## config.mk

```make
export PLATFORM = sky130hd
export DESIGN_NAME = io_out_bank
export DESIGN_NICKNAME = d
export VERILOG_FILES = /design/src/rtl/io_out_pkg.sv /design/src/rtl/io_out_channel.sv /design/src/rtl/io_out_bank.sv
export SDC_FILE = /design/constraint.sdc
export NUM_CORES = 1
export LEC_CHECK = 0
export ABC_AREA = 1
export BUFFER_PORTS_ARGS = -buffer_cell sky130_fd_sc_hd__buf_2
export CAP_MARGIN = 20
export CORE_ASPECT_RATIO = 1.75
export CORE_MARGIN = 2
export CORE_UTILIZATION = 55
export DETAILED_ROUTE_END_ITERATION = 10
export PLACE_DENSITY_LB_ADDON = 0.3
export SKIP_LAST_GASP = 1
export SYNTH_ARGS = -nofsm -noshare
export SYNTH_HDL_FRONTEND = slang
export SYNTH_SLANG_ARGS = --single-unit
```

## constraint.sdc

```tcl
create_clock -name clk -period 6.9 [get_ports clk]
set_clock_uncertainty 0.2 [all_clocks]
set_input_delay 0 -clock clk [delete_from_list [all_inputs] [get_ports clk]]
set_output_delay 0 -clock clk [all_outputs]
set_load 0.05 [all_outputs]
```

## src/rtl/io_out_pkg.sv

```systemverilog
// Shared register map and select type for the memory-mapped output bank.
package io_out_pkg;

   localparam logic [4:0]  OFS_DATA  = 5'd0;
   localparam logic [4:0]  OFS_SET   = 5'd4;
   localparam logic [4:0]  OFS_CLR   = 5'd8;
   localparam logic [4:0]  OFS_TGL   = 5'd12;
   localparam logic [4:0]  OFS_PULSE = 5'd16;
   localparam int unsigned CH_STRIDE = 32;

   typedef enum logic [2:0] {
      SelNone,
      SelData,
      SelSet,
      SelClr,
      SelTgl,
      SelPulse
   } reg_sel_e;

   function automatic reg_sel_e decode_ofs(input logic [4:0] ofs);
      case (ofs)
         OFS_DATA:  return SelData;
         OFS_SET:   return SelSet;
         OFS_CLR:   return SelClr;
         OFS_TGL:   return SelTgl;
         OFS_PULSE: return SelPulse;
         default:   return SelNone;
      endcase
   endfunction

endpackage

```

## src/rtl/io_out_channel.sv

```systemverilog
// One output channel: data register, timed pulse overlay and registered pin driver.
module io_out_channel
   import io_out_pkg::*;
#(
   parameter int unsigned WIDTH        = 16,
   parameter int unsigned PULSE_CYCLES = 1000,
   parameter int unsigned CNT_W        = $clog2(PULSE_CYCLES + 1)
) (
   input  logic             clk,
   input  logic             reset,
   input  logic             wr_en,
   input  reg_sel_e         sel,
   input  logic [WIDTH-1:0] wdata,
   output logic [WIDTH-1:0] data_reg,
   output logic [CNT_W-1:0] pulse_cnt,
   output logic [WIDTH-1:0] port
);

   logic [WIDTH-1:0] pulse_mask;
   logic [WIDTH-1:0] data_next;
   logic [WIDTH-1:0] mask_next;
   logic [CNT_W-1:0] cnt_next;
   logic [WIDTH-1:0] port_next;
   logic             pulse_wr;

   always_comb begin
      data_next = data_reg;
      mask_next = pulse_mask;
      cnt_next  = pulse_cnt;
      pulse_wr  = wr_en && (sel == SelPulse);

      if (wr_en) begin
         case (sel)
            SelData: data_next = wdata;
            SelSet:  data_next = data_reg | wdata;
            SelClr:  data_next = data_reg & ~wdata;
            SelTgl:  data_next = data_reg ^ wdata;
            default: ;
         endcase
      end

      // A zero mask cancels; any other mask restarts from a full count.
      if (pulse_wr) begin
         mask_next = wdata;
         cnt_next  = (wdata == '0) ? '0 : CNT_W'(PULSE_CYCLES);
      end else if (pulse_cnt != '0) begin
         cnt_next = pulse_cnt - CNT_W'(1);
         if (cnt_next == '0) begin
            mask_next = '0;
         end
      end

      port_next = data_next | ((cnt_next != '0) ? mask_next : '0);
   end

   always_ff @(posedge clk or posedge reset) begin
      if (reset) begin
         data_reg   <= '0;
         pulse_mask <= '0;
         pulse_cnt  <= '0;
         port       <= '0;
      end else begin
         data_reg   <= data_next;
         pulse_mask <= mask_next;
         pulse_cnt  <= cnt_next;
         port       <= port_next;
      end
   end

endmodule

```

## src/rtl/io_out_bank.sv

```systemverilog
// Bank of memory-mapped output channels with SET/CLR/TGL/PULSE access and readback.
module io_out_bank
   import io_out_pkg::*;
#(
   parameter int unsigned WIDTH        = 16,
   parameter int unsigned CHANNELS     = 2,
   parameter logic [31:0] BASE_ADDR    = 32'd8,
   parameter int unsigned PULSE_CYCLES = 1000
) (
   input  logic                      clk,
   input  logic                      reset,
   input  logic [31:0]               bus_in,
   input  logic [31:0]               adress,
   input  logic [1:0]                MemWrite,
   output logic [31:0]               bus_out,
   output logic                      hit,
   output logic [CHANNELS*WIDTH-1:0] IO_port
);

   localparam int unsigned CNT_W = $clog2(PULSE_CYCLES + 1);

   logic [31:0]      rel;
   logic [2:0]       ch_idx;
   reg_sel_e         sel;
   logic             wr;
   logic [WIDTH-1:0] ch_data [CHANNELS];
   logic [CNT_W-1:0] ch_cnt  [CHANNELS];

   // Guard the subtraction so addresses below the base cannot wrap into range.
   always_comb begin
      rel    = adress - BASE_ADDR;
      ch_idx = 3'(rel / CH_STRIDE);
      sel    = SelNone;
      if ((adress >= BASE_ADDR) && (rel < CHANNELS * CH_STRIDE)) begin
         sel = decode_ofs(rel[4:0]);
      end
      hit = (sel != SelNone);
      wr  = hit && (MemWrite != 2'b00);
   end

   always_comb begin
      bus_out = '0;
      for (int i = 0; i < int'(CHANNELS); i++) begin
         if (hit && (ch_idx == 3'(i))) begin
            if (sel == SelPulse) begin
               bus_out[CNT_W-1:0] = ch_cnt[i];
            end else begin
               bus_out[WIDTH-1:0] = ch_data[i];
            end
         end
      end
   end

   for (genvar n = 0; n < int'(CHANNELS); n++) begin : g_ch
      io_out_channel #(
         .WIDTH        (WIDTH),
         .PULSE_CYCLES (PULSE_CYCLES),
         .CNT_W        (CNT_W)
      ) u_ch (
         .clk       (clk),
         .reset     (reset),
         .wr_en     (wr && (ch_idx == 3'(n))),
         .sel       (sel),
         .wdata     (bus_in[WIDTH-1:0]),
         .data_reg  (ch_data[n]),
         .pulse_cnt (ch_cnt[n]),
         .port      (IO_port[n*WIDTH +: WIDTH])
      );
   end

   if (WIDTH < 32) begin : g_unused
      logic unused_hi;
      assign unused_hi = ^bus_in[31:WIDTH];
   end

endmodule

```

[Word level (Yosys, flattened, before mapping)]
Index checks and enable logic that the tools add are counted.
Cells by class
  $add $sub $neg: 3
  magnitude comparators: 2
  eq/ne operators: 10
  multiplexer cells: 25
  bitwise gates (word level): 9
  reductions and logical operators: 19
Operator list (count)
  16-bit two-way mux: 12
  16-bit one-hot mux with 4 select lines: 2
  10-bit two-way mux: 7
  16-bit OR: 4
  10-bit nonzero test: 4
  16-bit bitwise AND: 2
  32-bit by 4-bit >= comparator with 1-bit output, second input constant: 1
  32-bit by 7-bit < comparator with 1-bit output, second input constant: 1
  32-bit by 4-bit subtractor with 32-bit output, second input constant: 1
  16-bit bitwise XOR: 2
  10-bit logical NOT: 2
  10-bit by 1-bit subtractor with 10-bit output, second input constant: 2
  16-bit logical NOT: 1
  16-bit inverter: 1
  3-bit one-hot mux with 5 select lines: 1
  6-bit two-way mux: 2
  5-bit by 4-bit == test with 1-bit output, second input constant: 2
  1-bit logical AND: 8
  3-bit by 1-bit == test with 1-bit output, second input constant: 2
  3-bit by 2-bit == test with 1-bit output, second input constant: 2
  3-bit == test, second input constant: 2
  5-bit by 3-bit == test with 1-bit output, second input constant: 1
  5-bit == test, second input constant: 1
  5-bit logical NOT: 1
  other kinds (4): 4
Storage, ports and cells
  flip-flop bits (word level): 116
  input port bits: 68

[Longest topological paths before layout]
Gate-level depths: netlist of run 1.
  word-level depth: 12
  depth in mapped cells: 22
  depth with buffers taken out: 22

[Hierarchy]
From an unflattened synthesis of run 1, not the netlist that was laid out.
Unflattened totals
  cell total of the unflattened synthesis: 1423
  area total of the unflattened synthesis: 9414.0 µm²
By module, submodules not included
  io_out_channel: times used 2, cells each 522, area an instance 3814.9 µm², sequential area each 1451.4 µm²
  io_out_bank: times used 1, cells each 379, area an instance 1784.2 µm², sequential area each 0.0 µm²

[Worst setup path after synthesis of run 1]
OpenSTA, ideal clock, no wires.
  kind: input-to-output
  start: input port adress[3]
  end: output port bus_out[8]
  data arrival time: 2870 ps
  data required time: 6700 ps
  path slack: 3830 ps
  stages on the path: 18
  cell sequence: inv_2 > ha_1 > nand2_4 > nor2_8 > nand2_2 > o21ai_1 > nand2_1 > nor2_1 > nand2_1 > nor2_4 > nand3_2 > nor2_8 > buf_2 > inv_2 > buf_2 > nor2_1 > a21oi_1 > o22ai_1
Between the ends
  word-level cells in the longest chain between the ends: 8
RTL lines
  from (decl): RTL line io_out_bank.sv:13  | input logic [31:0] adress,
  32-bit by 4-bit subtractor with 32-bit output: RTL line io_out_bank.sv:31  | rel = adress - BASE_ADDR;
  32-bit by 7-bit < comparator with 1-bit output, or another cell as far along: RTL line io_out_bank.sv:34  | if ((adress >= BASE_ADDR) && (rel < CHANNELS * CH_STRIDE)) begin
  1-bit logical AND / 3-bit one-hot mux with 5 select lines (equally long branches): RTL line io_out_bank.sv:34, io_out_pkg.sv:21
  3-bit two-way mux: RTL line io_out_bank.sv:34
  3-bit == test / 3-bit nonzero test (equally long branches): RTL line io_out_bank.sv:45, io_out_bank.sv:37
  10-bit two-way mux / 1-bit logical AND (equally long branches): RTL line io_out_bank.sv:45, io_out_bank.sv:44
  16-bit two-way mux: RTL line io_out_bank.sv:44  | if (hit && (ch_idx == 3'(i))) begin
  16-bit two-way mux *: RTL line io_out_bank.sv:44
  to (decl): RTL line io_out_bank.sv:15  | output logic [31:0] bus_out,
Every way passes the cells marked *; elsewhere a longest branch is shown, timed or not.

[Worst setup path in the final report of run 1]
  start: input port adress[3]
  end: register g_ch[1].u_ch.port[15]
Between the ends
  word-level cells in the longest chain between the ends: 12
RTL lines
  32-bit by 4-bit subtractor with 32-bit output: RTL line io_out_bank.sv:31
  32-bit by 7-bit < comparator with 1-bit output, or another cell as far along: RTL line io_out_bank.sv:34
  1-bit logical AND / 3-bit one-hot mux with 5 select lines (equally long branches): RTL line io_out_bank.sv:34, io_out_pkg.sv:21
  3-bit two-way mux: RTL line io_out_bank.sv:34
  3-bit nonzero test: RTL line io_out_bank.sv:37  | hit = (sel != SelNone);
  1-bit logical AND: RTL line io_out_bank.sv:38  | wr = hit && (MemWrite != 2'b00);
  1-bit logical AND: RTL line io_out_bank.sv:62  | .wr_en (wr && (ch_idx == 3'(n))),
  1-bit logical AND: RTL line io_out_channel.sv:30  | pulse_wr = wr_en && (sel == SelPulse);
  10-bit two-way mux: RTL line io_out_channel.sv:43  | if (pulse_wr) begin
  10-bit nonzero test: RTL line io_out_channel.sv:53  | port_next = data_next | ((cnt_next != '0) ? mask_next : '0);
  16-bit two-way mux: RTL line io_out_channel.sv:53
  16-bit OR *: RTL line io_out_channel.sv:53
  via g_ch[1].u_ch.port_next[15]: RTL line io_out_channel.sv:23  | logic [WIDTH-1:0] port_next;
  to (signal assigned): RTL line io_out_channel.sv:66  | port <= port_next;
  to (decl): RTL line io_out_channel.sv:16  | output logic [WIDTH-1:0] port
The timed path passes the listed nets; every way through them passes the cells marked *.

==> qor.txt, run 1 <==
Final nets: 1373
DIE AREA: 0.0163 mm2
Ys flop type: dfrtp_1
Pins over their slew limit: 0
Overflow after GRT: 0
Via count: 7959
Core Area: 0.0149 mm2
WL met1: 8070 um
Netlist cell types: 43
Relative slew slack: 32.7%
# rows: 59
Leakage power: 0.00525 uW
Number of synthesized register bits: 116
RSZ-0062 raised after global routing: no
WL/cell: 16.6 um
Dpl hpwl: 17400 um
Clk Latency, worst-skew pair: 0.41 ns
Total power: 1730 uW
Yosys top cell by area: dfrtp_1
Ant diodes: 0
Highest metal used: met4
Met2 WL: 12600 um
Fmax: 269 MHz
Place WS: 2.83 ns
# port buffers: 100
Number of global-route vias before repair: 8050
Post-synthesis async set-or-reset flop share: 100%
CTS Buf Count: 17
# IOs: 133
Synth top cells by count: 245 x nand2_1, 164 x inv_1, 132 x nor2_1, 116 x dfrtp_1, 69 x ha_1
H-tree levels: 4
Synth Warn #: 0
Setup ws final: 3.18 ns
Crit-path max FO: 44
Die W: 97.3 um
Mapped Cells: 1133
Status: completed
Clock slew at reported path FFs: 0.06 ns
Initial antenna violation count: 0
Post-DR vias/cell: 5.57
Share of cells above drive strength 1: 13.9%
Number of nets with antenna violations after routing: 0
CP Capture Type: flop
Final Hold Viols: 0
Maxcap violations: 0
Worst-case reg-to-reg path depth: 11
Drt first-iter violations: 578
Setup TNS: 0 ns
Post-synth EDFFs: 0
Pin count of the biggest net entering global routing: 66
Worst reg2reg endpoint: g_ch[0].u_ch.port[9]
Yosys top cell area share: 34.6%
FF-to-FF Start: g_ch[0].u_ch.pulse_cnt[1]
Most common cell in the netlist: nand2_1
Met3 routed WL: 1160 um
Final min period: 3.72 ns
Post-CTS Setup Inserts: 0
Worst-margin pin slew: 1.00 ns
Startpoint Class: input pin
CP Class: in2reg
Critical Path End: g_ch[1].u_ch.port[15]
Post-CTS Resized: 0
CTS tree: done
Synth-to-Final Area Change: 15.6%
Crit. Startpoint: adress[3]
Synth top area cells: dfrtp_1 35%, nand2_1 11%, ha_1 10%, inv_1 7.3%, nor2_1 5.9%
Starting Density: 56.2%
Gr usage total: 29.3%
Clock Tree Root: clkbuf_16
Pwr per Cell Area: 179 mW/mm2
Final GP Congestion: 0.933
Die height: 167 um
Fillers: 1277
Final wirelength: 23700 um
First-pass GRT wire length: 37700 um
Register-to-register setup slack: 3.56 ns
Final setup vio count: 0
Pre-Repair DR Iteration Count: 6
Worst Path Required: 6.98 ns
Peak supply drop: 0.000153 V
Part of the cycle the worst path needs: 54.0%
Hold crit path type: in2async
Clock buffer depth: 2
Post-synthesis sequential area ratio: 34.6%
Worst EP arrival: 3.80 ns
Synth Cell Area: 0.00838 mm2
Syn avg cell area: 7.40 um2
Residual DRC: 0
Clock sink count: 116
[power breakdown]
group / total [uW] / switching [uW] / internal [uW]
clock: 920 / 306 / 614
sequential: 681 / 0.0000175 / 681
combinational: 131 / 96.0 / 34.9
[layer usage]
| metal | global-route usage (%) | vias up |
|---|---|---|
| met5 | 0 | - |
| met4 | 22.1 | 0 |
| met3 | 4.55 | 115 |
| met2 | 55.2 | 324 |
| met1 | 28.1 | 3688 |
| li1 | - | 3832 |
[cells by family after synthesis]
| group | Yosys count | synth area share, % |
|---|---|---|
| AOI/OAI and AO/OA | 151 | 10.2 |
| xor gates and xnor gates | 19 | 1.99 |
| adders and majority gates | 69 | 10.3 |
| buffers and inverters | 228 | 11.3 |
| DFF | 116 | 34.6 |
| muxes | 3 | 0.358 |
| other | 1 | 0.0447 |
| and+or+nand+nor | 546 | 31.1 |
[layout by cell type (no fill, tap or decap), drive strengths merged]
master       count
a21oi           42
buf            103
bufinv           4
clkbuf          19
clkinv           6
clkinvlp         3
conb            16
dfrtp          116
dlygate4sd3     17
ha              69
inv            174
mux2i            3
nand2          250
nand3           33
nand3b          36
nand4           56
nor2           144
nor3             4
nor3b            1
nor4             6
o2111ai          4
o211ai          10
o21a             5
o21ai           75
o22ai           10
o311ai           1
o31ai            2
o41ai            2
or2             16
xnor2            4
xor2            15
[worst max-delay path: stages]
cell and delay (ns):
buf_2 0.12, inv_2 0.08, ha_1 0.29, nand2_4 0.13, nor2_4 0.16, nand2_1 0.16
o21ai_1 0.16, nand2_1 0.06, nor2_1 0.19, nand2_1 0.12, nor2_4 0.19, o211ai_4 0.31
nand2_2 0.28, nand4_4 0.50, nand2_1 0.24, nand2_1 0.08, nor2_1 0.13, nand3_2 0.29
nand2_1 0.18, nand2_1 0.10
[worst min-delay path by stage]
stage               cells after the start                          end       start
finish                                  3    g_ch[1].u_ch.pulse_cnt[2]       reset
global placement                        2    g_ch[1].u_ch.pulse_cnt[2]       reset
CTS                                     3    g_ch[1].u_ch.pulse_cnt[2]       reset
detailed placement                      2    g_ch[1].u_ch.pulse_cnt[2]       reset
floorplan                               2  g_ch[0].u_ch.pulse_mask[14]  bus_in[14]
global route                            3    g_ch[1].u_ch.pulse_cnt[5]       reset
[final cells by class]
class / count / area (um2) / share of cell area, %
Clock inverter: 10 / 158 / 1.63
Sequential cell: 116 / 2900 / 30.0
Tap cell: 183 / 229 / 2.36
Multi-Input combinational cell: 804 / 4590 / 47.3
Timing Repair Buffer: 120 / 693 / 7.15
Inverter: 177 / 667 / 6.88
Clock buffer: 19 / 453 / 4.68
[metrics by stage]
stage               instance area, um2  util (%)  instances  hold slack, ns
floorplan                         8440         -       1148          0.0684
global placement                  8910      59.7       1383         -0.0759
detailed placement                8910      59.7       1383         -0.0791
finish                            9690      65.0       1429          0.0139
CTS                               9690      65.0       1429          0.0501
global route                      9690      65.0       1429          0.0975
[what timing repair did]
item,CTS,global route
endpoints found under the hold margin,91,0
hold buffers,17,0
setup endpoints to repair,0,0
Power figures use the tool's default switching activity.
==> run 2: changes to the inputs <==
clock period = 3.58 ns   (was 6.9 ns; I/O delays follow)
==> qor.txt, run 2 (synthesis results as in run 1) <==
Starting Density: 56.2%
RSZ-0062 raised after global routing: no
Met2 WL: 13000 um
Max incr delay on CP: 0.31 ns
Setup TNS: 0 ns
Pwr per Cell Area: 352 mW/mm2
Startpoint Class: input pin
Commonest non-fill, non-tap cell in the layout: nand2_1
Core Area: 0.0149 mm2
Initial antenna violation count: 0
Final wirelength: 24500 um
WL met1: 8520 um
Most frequent CP cell: nand2_1
Pins over their slew limit: 0
Pre-Repair DR Iteration Count: 6
CP Cell Sequence: buf_2 -> inv_2 -> ha_1 -> nand2_4 -> nor2_4 -> nand2_1 -> o21ai_1 -> nand2_1 -> nor2_1 -> nand2_1 -> nor2_4 -> nand3_2 -> nor2_8 -> buf_4 -> inv_4 -> nor2_1 -> a21oi_1 -> o22ai_1 -> buf_2
Clock Tree Root: clkbuf_16
# port buffers: 100
First-pass GRT wire length: 39200 um
Number of nets with antenna violations after routing: 0
# rows: 59
CTS tree: done
WL/cell: 16.9 um
Final core utilization: 66.5%
Final GP Congestion: 0.932
Drt first-iter violations: 620
Post-DR vias/cell: 5.62
Pin count of the biggest net entering global routing: 61
Clock slew at reported path FFs: 0.06 ns
Fillers: 1279
Status: completed
Share of cells above drive strength 1: 15.4%
Overflow after GRT: 0
CP Class: in2out
Ant diodes: 0
Crit-path max FO: 34
Part of the cycle the worst path needs: 94.6%
Die height: 167 um
Dpl hpwl: 18200 um
Worst-margin pin slew: 0.768 ns
Peak supply drop: 0.000247 V
Clock buffer depth: 2
Maxcap violations: 0
Residual DRC: 0
DIE AREA: 0.0163 mm2
Clk Latency, worst-skew pair: 0.41 ns
Final nets: 1393
# IOs: 133
Via count: 8165
Clock sink count: 116
Die W: 97.3 um
Final setup vio count: 0
CP max stage cell: buf_2
Final min period: 3.39 ns
Worst Path Required: 3.38 ns
Final Hold Viols: 0
Highest metal used: met4
Hold crit path type: in2reg
CTS Buf Count: 17
Gr usage total: 30.4%
Met3 routed WL: 1220 um
Post-CTS Setup Inserts: 0
Number of global-route vias before repair: 8167
Leakage power: 0.00538 uW
CP Capture Type: output port
Worst EP arrival: 3.19 ns
Commonest cells after routing, fill and taps aside: 245 x nand2_1, 163 x inv_1, 132 x nor2_1
H-tree levels: 4
Relative slew slack: 48.8%
Synth-to-Final Area Change: 18.3%
Fmax: 295 MHz
==> run 2: changes by cell type in the layout (fill, tap and decap cells not counted), sizes merged <==
cell      change
clkinv        +1
inv           +1
buf          +20
clkinvlp      -2
bufinv        +1
clkbuf        +2
==> run 2: stage by stage <==
step                      power, uW  setup WS, ns  cell area (um2)  hold WS, ns  std cells
after detailed placement       1580         0.119             9070     -0.00390       1403
after floorplan                1500         0.308             8440       0.0684       1148
final                          3490         0.192             9910       0.0526       1452
after CTS                      3500         0.151             9910       0.0492       1452
after global placement         1570         0.203             9070     -0.00996       1403
after global routing           3590         0.105             9910        0.102       1452
==> run 2: report_power, final <==
group,total [uW],switching [uW],internal [uW],leakage (uW)
Combinational,257,187,69.8,0.00344
Sequential,1310,0.0000346,1310,0.00162
Clock,1920,626,1300,0.000324
==> run 2: final cells by class <==
type                       instances  area (um2)  area share, %
multi-input combinational        804        4590           46.3
sequential                       116        2900           29.3
timing repair buffer             140         856           8.64
inverter                         177         669           6.75
clock buffer                      21         470           4.75
tap                              183         229           2.31
clock inverter                    11         198           1.99
==> run 2: worst paths after layout <==
| path | slack (ns) | to | startpoint | depth (start not counted) |
|---|---|---|---|---|
| min in group asynchronous | 0.10 | g_ch[0].u_ch.data_reg[2] | reset | 3 |
| hold / removal | 0.05 | g_ch[0].u_ch.pulse_cnt[3] | MemWrite[0] | 5 |
| max in group asynchronous | 2.22 | g_ch[0].u_ch.pulse_mask[1] | reset | 4 |
| hold reg to reg | 0.33 | g_ch[0].u_ch.pulse_mask[9] | g_ch[0].u_ch.pulse_mask[9] | 2 |
| setup reg to reg | 0.40 | g_ch[0].u_ch.port[6] | g_ch[0].u_ch.pulse_cnt[0] | 12 |
| setup / recovery | 0.19 | bus_out[9] | adress[3] | 19 |
==> run 2: worst max-delay path: cells and delay by family <==
kind,cells,cell delay [ns]
AOI/OAI and AO/OA,3,0.44
adders and majority gates,1,0.28
buffers and inverters,5,0.94
and+or+nand+nor,10,1.50
==> run 2: repair_timing <==
action	4_1_cts	5_1_grt
setup endpoints to repair	0	2
hold buffers	17	0
gates resized for setup	0	2
endpoints found under the hold margin	97	0
==> run 2: per-layer routing <==
metal	GRT usage, %	vias to the layer above
met4	22.3	0
li1	-	3872
met2	55.7	351
met3	4.05	125
met5	0	-
met1	31.0	3817
==> run 3: changes to the inputs <==
SYNTH_HIERARCHICAL = 1   (was unset)
TNS_END_PERCENT = 10   (was unset)
==> qor.txt, run 3 <==
Starting Density: 55.8%
Relative slew slack: 40.1%
Synth Cell Area: 0.00941 mm2
Setup TNS: 0 ns
Net Sw Frac: 24.0%
Core Area: 0.0169 mm2
Worst Path Required: 3.68 ns
Final core utilization: 65.2%
Die W: 103 um
Post-synthesis sequential area ratio: 30.8%
Gr usage total: 30.1%
Part of the cycle the worst path needs: 87.1%
RSZ-0062 raised after global routing: no
NetSw: 808 uW
Post-DR vias/cell: 5.15
Clock buffer depth: 2
H-tree levels: 4
Leakage power: 0.00591 uW
Pins over their slew limit: 0
Fillers: 1561
Logic pwr share: 7.8%
Synth top area cells: dfrtp_1 31%, nand2_1 18%, inv_1 12%, ha_1 9.4%, nand3_1 6.1%
Post-synth EDFFs: 0
Startpoint Class: input pin
Maxcap violations: 0
Final min period: 3.12 ns
CTS tree: done
Hold crit path type: in2async
Commonest cells after routing, fill and taps aside: 445 x nand2_1, 289 x inv_1, 128 x nor2_1
Clock slew at reported path FFs: 0.05 ns
Residual DRC: 0
Number of global-route vias before repair: 8839
Number of nets with antenna violations after routing: 0
# rows: 63
Synth-to-Final Area Change: 16.8%
DIE AREA: 0.0182 mm2
Most common cell in the netlist: nand2_1
Final Hold Viols: 0
Area of the multi-input gates: 0.00510 mm2
Die height: 177 um
# IOs: 133
Fmax: 321 MHz
Post-synthesis async set-or-reset flop share: 100%
Clk Latency, worst-skew pair: 0.42 ns
Mapped Cells: 1423
Netlist cell types: 39
CP max stage cell: ha_1
Clock power frac: 53.3%
Internal power: 2560 uW
Via count: 9265
Commonest non-fill, non-tap cell in the layout: nand2_1
Crit-path max FO: 16
CTS Buf Count: 17
Peak supply drop: 0.000271 V
Yosys top cell by area: dfrtp_1
Status: completed
Pwr per Cell Area: 307 mW/mm2
Final nets: 1698
Most frequent CP cell: nand2_1
Post-CTS Resized: 0
Yosys top cell area share: 30.8%
Initial antenna violation count: 0
Number of synthesized register bits: 116
Syn avg cell area: 6.62 um2
CP Cell Sequence: buf_2 -> inv_1 -> ha_1 -> nand2_4 -> xor2_1 -> nand2_1 -> nor2_1 -> nand2_1 -> nor2_1 -> nand3_2 -> nor2_4 -> buf_4 -> nand2_1 -> inv_1 -> buf_4 -> nand4_4 -> clkinv_2 -> nor2_2 -> nand2_1 -> nand3_1 -> nor2_2 -> nand3_4 -> nand2_1 -> nand2_1
Final wirelength: 26700 um
Pin count of the biggest net entering global routing: 41
Final GP Congestion: 1.00
Synth Warn #: 6
Final setup vio count: 0
# port buffers: 100
Dpl hpwl: 19800 um
Ant diodes: 0
Worst EP arrival: 3.22 ns
Storage element area: 0.00290 mm2
WL/cell: 14.9 um
CP Class: in2reg
Sequential share of power: 38.9%
Pre-Repair DR Iteration Count: 5
Share of cells above drive strength 1: 16.2%
Max incr delay on CP: 0.26 ns
Ys flop type: dfrtp_1
Drt first-iter violations: 527
Synth top cells by count: 445 x nand2_1, 291 x inv_1, 128 x nor2_1, 116 x dfrtp_1, 115 x nand3_1
First-pass GRT wire length: 42300 um
Worst-margin pin slew: 0.898 ns
Clock sink count: 116
Clock Tree Root: clkbuf_16
CP Capture Type: flop
Overflow after GRT: 0
-- run 3: cells by family after synthesis --
| kind of cell | Yosys count | synth area share [%] |
|---|---|---|
| simple gates | 789 | 37.4 |
| buf+inv | 353 | 15.5 |
| flops | 116 | 30.8 |
| compound gates | 84 | 5.93 |
| fa+ha+maj | 71 | 9.44 |
| xor+xnor | 9 | 0.837 |
| other cells | 1 | 0.0398 |
-- run 3: routing by layer --
layer  routed length, um  GRT usage (%)  share of wire (%)  up-vias
met5                   0              0                  0        -
li1                    -              -                  -     4567
met4                1700           19.7                6.4        0
met3                1360           4.23                5.1      104
met2               13800           53.0                 51      371
met1                9920           32.5                 37     4223
-- run 3: final timing paths --
kind	from	endpoint	slack, ns	cells past startpoint
setup reg to reg	g_ch[0].u_ch/pulse_cnt[0]	g_ch[0].u_ch/port[9]	1.02	14
max in group asynchronous	reset	g_ch[1].u_ch/port[7]	2.24	4
hold reg to reg	g_ch[1].u_ch/pulse_mask[1]	g_ch[1].u_ch/pulse_mask[1]	0.39	4
setup / recovery	adress[3]	g_ch[1].u_ch/port[8]	0.46	24
min in group clk	MemWrite[0]	g_ch[1].u_ch/pulse_cnt[0]	0.10	5
hold / removal	reset	g_ch[0].u_ch/pulse_cnt[3]	0.08	3
-- run 3: power groups by stage --
stage | clock (uW) | sequential [uW] | combinational (uW)
2_1_floorplan | 0 | 1340 | 158
3_3_place_gp | 0 | 1340 | 241
3_5_place_dp | 0 | 1340 | 245
4_1_cts | 1820 | 1310 | 260
5_1_grt | 1860 | 1310 | 291
6_report | 1800 | 1310 | 262
-- run 3: worst max-delay path, delay by kind of cell --
kind | cells | cell delay (ns)
buf+inv | 6 | 0.82
fa+ha+maj | 1 | 0.26
xor+xnor | 1 | 0.16
simple gates | 16 | 1.95
-- run 3: final cells by class --
class	count	area share [%]
multi-input cells	969	46.4
flip-flops and latches	116	26.4
clock inverters	9	1.40
clock buffers	22	4.13
repair buffers	150	8.61
inverters	305	10.4
well taps	227	2.58
-- run 3: what timing repair did --
action                    in CTS  in global routing
buffers inserted               0                  0
hold buffers                  17                  0
hold endpoints to repair     168                  0
-- run 3: through the flow --
step | std cells | hold WS (ns) | total power (uW) | cell area [um2] | setup slack [ns]
global route | 1798 | 0.140 | 3460 | 11000 | 0.123
global placement | 1749 | -0.00344 | 1580 | 10200 | 0.0897
floorplan | 1438 | -0.0642 | 1490 | 9470 | 0.292
detailed placement | 1750 | 0.00800 | 1580 | 10200 | 0.0640
finish | 1798 | 0.0795 | 3370 | 11000 | 0.462
CTS | 1798 | 0.0843 | 3400 | 11000 | 0.495
